**src/rtl/power_pkg.sv**
```systemverilog
// power_pkg: shared state encoding, width helpers and default operand width for power_unit.
package power_pkg;
  localparam int WIDTH_DEF = 16;
  typedef enum logic [1:0] {IDLE, SQ, CB, DONE} state_t;
  function automatic int sq_w(input int w);
    return 2 * w;
  endfunction
  function automatic int cb_w(input int w);
    return 3 * w;
  endfunction
endpackage

```
**src/rtl/power_unit_shift_add_step.sv**
```systemverilog
// shift_add_step: one LSB-first shift-add multiply iteration (acc, multiplicand, multiplier) -> next values; combinational.
module shift_add_step
  import power_pkg::*;
#(
  parameter int WIDTH = WIDTH_DEF
) (
  input  logic [cb_w(WIDTH)-1:0] acc,
  input  logic [cb_w(WIDTH)-1:0] mcand,
  input  logic [WIDTH-1:0]       mplier,
  output logic [cb_w(WIDTH)-1:0] acc_n,
  output logic [cb_w(WIDTH)-1:0] mcand_n,
  output logic [WIDTH-1:0]       mplier_n
);
  assign acc_n    = mplier[0] ? acc + mcand : acc;
  assign mcand_n  = mcand << 1;
  assign mplier_n = mplier >> 1;
endmodule

```
**src/rtl/power_unit.sv**
```systemverilog
// power_unit: iterative square/cube of an unsigned operand using one shared shift-add step.
// Ports: clk, rst (sync, active-high), start/number in; busy, done (1-cycle pulse), square, cube out.
// Optional macro POWER_EARLY_EXIT_EN: each phase ends as soon as the shifted multiplier reaches zero.
module power_unit
  import power_pkg::*;
#(
  parameter int WIDTH = WIDTH_DEF
) (
  input  logic                   clk,
  input  logic                   rst,
  input  logic                   start,
  input  logic [WIDTH-1:0]       number,
  output logic                   busy,
  output logic                   done,
  output logic [sq_w(WIDTH)-1:0] square,
  output logic [cb_w(WIDTH)-1:0] cube
);
  localparam int SW = sq_w(WIDTH);
  localparam int CW = cb_w(WIDTH);
  localparam int NW = WIDTH > 1 ? $clog2(WIDTH) : 1;
  state_t state, state_n;
  logic [WIDTH-1:0] x_reg, mplier, mplier_n;
  logic [CW-1:0] acc, acc_n, mcand, mcand_n;
  logic [SW-1:0] sq_reg;
  logic [NW-1:0] cnt;
  logic last;
  shift_add_step #(.WIDTH(WIDTH)) u_step (
    .acc(acc), .mcand(mcand), .mplier(mplier),
    .acc_n(acc_n), .mcand_n(mcand_n), .mplier_n(mplier_n)
  );
`ifdef POWER_EARLY_EXIT_EN
  assign last = cnt == NW'(WIDTH - 1) || mplier_n == '0;
`else
  assign last = cnt == NW'(WIDTH - 1);
`endif
  always_comb begin
    state_n = state;
    state_n = state == IDLE ? (start ? SQ : IDLE) :
              state == SQ   ? (last ? CB : SQ) :
              state == CB   ? (last ? DONE : CB) : IDLE;
  end
  always_ff @(posedge clk) begin
    if (rst) begin
      state  <= IDLE;
      busy   <= 1'b0;
      done   <= 1'b0;
      square <= '0;
      cube   <= '0;
      x_reg  <= '0;
      acc    <= '0;
      mcand  <= '0;
      mplier <= '0;
      sq_reg <= '0;
      cnt    <= '0;
    end else begin
      state <= state_n;
      done  <= 1'b0;
      case (state)
        IDLE: if (start) begin
          x_reg  <= number;
          acc    <= '0;
          mcand  <= CW'(number);
          mplier <= number;
          cnt    <= '0;
          busy   <= 1'b1;
        end
        SQ: begin
          cnt <= last ? '0 : cnt + 1'b1;
          if (last) begin
            sq_reg <= acc_n[SW-1:0];
            acc    <= '0;
            mcand  <= CW'(acc_n[SW-1:0]);
            mplier <= x_reg;
          end else begin
            acc    <= acc_n;
            mcand  <= mcand_n;
            mplier <= mplier_n;
          end
        end
        CB: begin
          cnt    <= cnt + 1'b1;
          acc    <= acc_n;
          mcand  <= mcand_n;
          mplier <= mplier_n;
        end
        DONE: begin
          square <= sq_reg;
          cube   <= acc;
          done   <= 1'b1;
          busy   <= 1'b0;
        end
      endcase
    end
  end
endmodule

```
**config.mk**
```make
export PLATFORM = sky130hd
export DESIGN_NAME = power_unit
export DESIGN_NICKNAME = d
export VERILOG_FILES = /design/src/rtl/power_pkg.sv /design/src/rtl/power_unit_shift_add_step.sv /design/src/rtl/power_unit.sv
export SDC_FILE = /design/constraint.sdc
export NUM_CORES = 1
export LEC_CHECK = 0
export ABC_AREA = 0
export CORE_AREA = 10 10 172 174
export DETAILED_ROUTE_END_ITERATION = 6
export DIE_AREA = 0 0 182 184
export PLACE_DENSITY = 0.78
export RECOVER_POWER = 25
export SLEW_MARGIN = 40
export SYNTH_ARGS = -nofsm -noshare
export SYNTH_HDL_FRONTEND = slang
export SYNTH_SLANG_ARGS = --single-unit
```
**constraint.sdc**
```tcl
create_clock -name clk -period 3.75 [get_ports clk]
set_clock_uncertainty 0.1 [all_clocks]
set_input_delay 0.75 -clock clk [delete_from_list [all_inputs] [get_ports clk]]
set_output_delay 0.75 -clock clk [all_outputs]
set_load 0.02 [all_outputs]
```
==> flow_summary_export.csv, run 1 <==
group,metric,value,unit
logic_synthesis,yosys_warnings,0,
logic_synthesis,synth_top_cell_area_share,40.33,%
grt,grt_max_degree,72,
grt,met1_usage,22.73,%
layout,nNetsFinal,1556,
logic_synthesis,synthCells,1432,
grt,met2_usage,35.19,%
drt,wirelength,34.50,mm
timing,slew-limit-headroom,-29.81,%
layout,drive_gt1_share,7.651,%
power,p_clk_share,47.4,%
floorplan,start_util,47.51,%
drt,wire_per_inst,18.77,um
logic_synthesis,synth_edf_count,0,
timing,finalMaxSlewViolations,42,
drt,drtIter0Drc,773,
cts,cts_resized,0,
cts,clk_pin_slew,60,ps
logic_synthesis,synthTopCellsByArea,"dfxtp_1 (40%), nor2_1 (7.7%), mux2i_1 (7.3%)",
placement,io_buffer_count,100,
grt,top_usage_layer,"met2",
timing,setup_viol,0,
logic_synthesis,synth-main-ff-cell,"dfxtp_1",
status,violations,"max-capacitance violations, max-slew violations",
logic_synthesis,ys_seq_area_share,40.33,%
cts,cts_setup_buffers,0,
floorplan,dieArea,33490,sq um
placement,dp_slack,493.8,ps
timing,max_freq,0.2914,GHz
layout,finalNonFillerCells,1838,
logic_synthesis,ys_ff_latch,248,
drt,drc_errors,0,
floorplan,rows,59,
logic_synthesis,synthDistinctLibCells,76,
logic_synthesis,synth_common_cells,"nor2_1 (251), dfxtp_1 (248), a21oi_1 (112)",
power,power_density,402.1,nW/um^2
worst_setup_path,crit_type,"flop to flop",
timing,worst_slew_pin_slew,1947,ps
logic_synthesis,synthMuxAreaShare,8.813,%
worst_setup_path,crit_fanout,71,
layout,top_regs,"acc: 48 flops, cube: 48 flops, mcand: 48 flops",
logic_synthesis,synth_nets,1504,
worst_setup_path,critPathTopFamily,"simple AND/OR/NAND/NOR gates",
power,p_comb_share,5.9,%
layout,area_growth,17.06,%
grt,grt_pass1_wl,55.14,mm
worst_setup_path,worstSetupStartpointType,"flop",
grt,use_met3,2.776,%
timing,min_period,3431,ps
timing,grt_setup_unrepaired,"false",
layout,num-fill-cells,2325,
logic_synthesis,synth_xor_area_share,2.917,%
logic_synthesis,synthAdderAreaFrac,5.448,%
layout,diodes,0,
floorplan,fp.coreArea,25910,sq um
flow_run,drv_cap,1,
floorplan,ioPinCount,101,
cts,root_buffer,"clkbuf_16",
worst_setup_path,crit_chain,"inv_1 -> ha_1 -> nor2b_1 -> or2_0 -> clkbuf_4 -> nor2_1 -> a221oi_1 -> nor2_1",
placement,dp.cells,1790,
logic_synthesis,syn-cell-area,12310,sq um
logic_synthesis,synth_top_family_by_area,"compound AO/OA/AOI/OAI gates",
drt,num_vias,10752,
logic_synthesis,synth_most_common_cell,"nor2_1",
power,seq_power_share,46.7,%
worst_setup_path,crit_slowest_cell,"clkbuf_4",
status,status,"finished with violations",
cts,clock_path_buffers,3,
logic_synthesis,yosys.area.top_type,"dfxtp_1",
power,p_sw,0.001351,W
grt,track_usage,19.69,%
logic_synthesis,avgSynthCellArea,8.596,sq um
worst_setup_path,cp.arrival,3750,ps
drt,vias_per_cell,5.850,
power,p_int,0.004443,W
cts,clock_latency,560,ps
timing,layout_setup_ws,318.7,ps
timing,tns,0,ps
worst_setup_path,worst_setup_path_end_kind,"flop",
worst_setup_path,crit_top_cell,"nor2_1",
logic_synthesis,ys_async_sr_fraction,0,%
logic_synthesis,synth-compound-area-share,20.53,%
cts,cts_tree,"built",
worst_setup_path,required,4070,ps
placement,dpl_cell_area,13520,sq um
grt,grt_pass1_vias,10408,
drt,drtAntennaViolNets,0,
cts,cts_made_buffers,27,
grt,grt-ovfl-total,0,
placement,gp_congestion,0.9284,
logic_synthesis,yosys.area_share.simple,17.99,%
worst_setup_path,slowest_delay,890,ps
power,leakage,5.369,nW
placement,dp_hpwl,24.47,mm
timing,hold-worst-slack,355.5,ps
hold_path,hold_path_class,"flop to flop",
floorplan,die_h,184,um
worst_setup_path,crit_buf_inv,2,
floorplan,die_x,182,um
timing,finalHoldViolCount,0,
cts,hold_buffers,0,
grt,antenna_found_initial,0,
power,ir_drop,0.3802,mV
layout,design_area,14410,sq um
power,switching_share,23.31,%
cts,ctsHtreeMaxLevel,1,
cts,clock_sinks,248,
timing,finalCritPeriodShare,91.50,%
drt,drtPass1Iterations,5,
-- layout make-up --
cell class                 count  area, sq um  share of cell area [%]
tap                          335        419.2                   2.909
inverter                      22        82.58                  0.5731
clock buffer                  38        777.0                   5.393
sequential                   248         4965                   34.46
clock inverter                10        147.6                   1.025
multi-input combinational   1063         6857                   47.59
timing repair buffer         122         1161                   8.058
-- path summary, 6_finish.rpt --
kind	startpoint	endpoint	slack, ps	depth (start not counted)
max	state[1]	mplier[9]	320	8
min	x_reg[9]	x_reg[9]	360	2
max reg2reg	state[1]	mplier[9]	320	8
min reg2reg	x_reg[9]	x_reg[9]	360	2
-- kinds of logic after synthesis --
group / Yosys count
AO/OA/AOI/OAI: 361
XOR/XNOR: 41
adder cells (fa/ha/maj): 53
buffers and inverters: 121
flip-flops: 248
multiplexers: 106
AND/OR/NAND/NOR: 502
-- per-layer routing --
layer | up-vias | wire length, um
met5 | - | 0
met4 | 0 | 1564
met3 | 86 | 1610
met2 | 306 | 17380
met1 | 5155 | 13940
li1 | 5205 | -
-- power groups by stage --
stage               combinational, W  clock (W)  sequential (W)
finish                      0.000344    0.00275         0.00270
global route                0.000374    0.00290         0.00271
CTS                         0.000343    0.00280         0.00270
detailed placement          0.000339          0         0.00276
global placement            0.000334          0         0.00276
floorplan                   0.000242          0         0.00275
-- cell usage in the layout, fill, tap and decap left out, types with 10 or more instances in the layout --
cell type | netlist | layout
a211oi_1 | 14 | 14
a21o_1 | 22 | 22
a21oi_1 | 112 | 112
a221oi_1 | 31 | 31
a22oi_1 | 51 | 51
and2_1 | 19 | 17
buf_4 | 1 | 19
clkbuf_16 | 0 | 27
clkdlybuf4s50_1 | 0 | 83
dfxtp_1 | 248 | 248
dlygate4sd3_1 | 0 | 16
ha_1 | 52 | 52
inv_1 | 22 | 22
mux2_2 | 15 | 15
mux2i_1 | 90 | 90
nand2_1 | 107 | 107
nand3_1 | 17 | 17
nand4_1 | 10 | 10
nor2_1 | 251 | 251
nor2b_1 | 28 | 28
nor3_1 | 33 | 33
o21ai_0 | 35 | 35
o21ai_1 | 11 | 11
xnor2_1 | 28 | 28
xor2_1 | 13 | 13
-- metrics by stage --
step / power (W) / util (%)
after global routing: 0.005985 / 55.61
after floorplan: 0.002994 / -
after detailed placement: 0.003101 / 52.17
after global placement: 0.003094 / 52.17
after CTS: 0.005846 / 55.74
final: 0.005794 / 55.61
-- worst register-to-register path, cell delays in order, from the launching register on --
cell and delay, ps:
dfxtp_1 330, inv_1 80, ha_1 230, nor2b_1 310, or2_0 820, clkbuf_4 890, nor2_1 140, a221oi_1 310
nor2_1 80
Note: power is estimated with default switching activity, not from simulation.
==> run 2, diff against run 1 <==
Settings changed: SLEW_MARGIN 40 to not set.
==> results of run 2 <==
The final DEF is identical to that of run 1; final timing and power are the same.
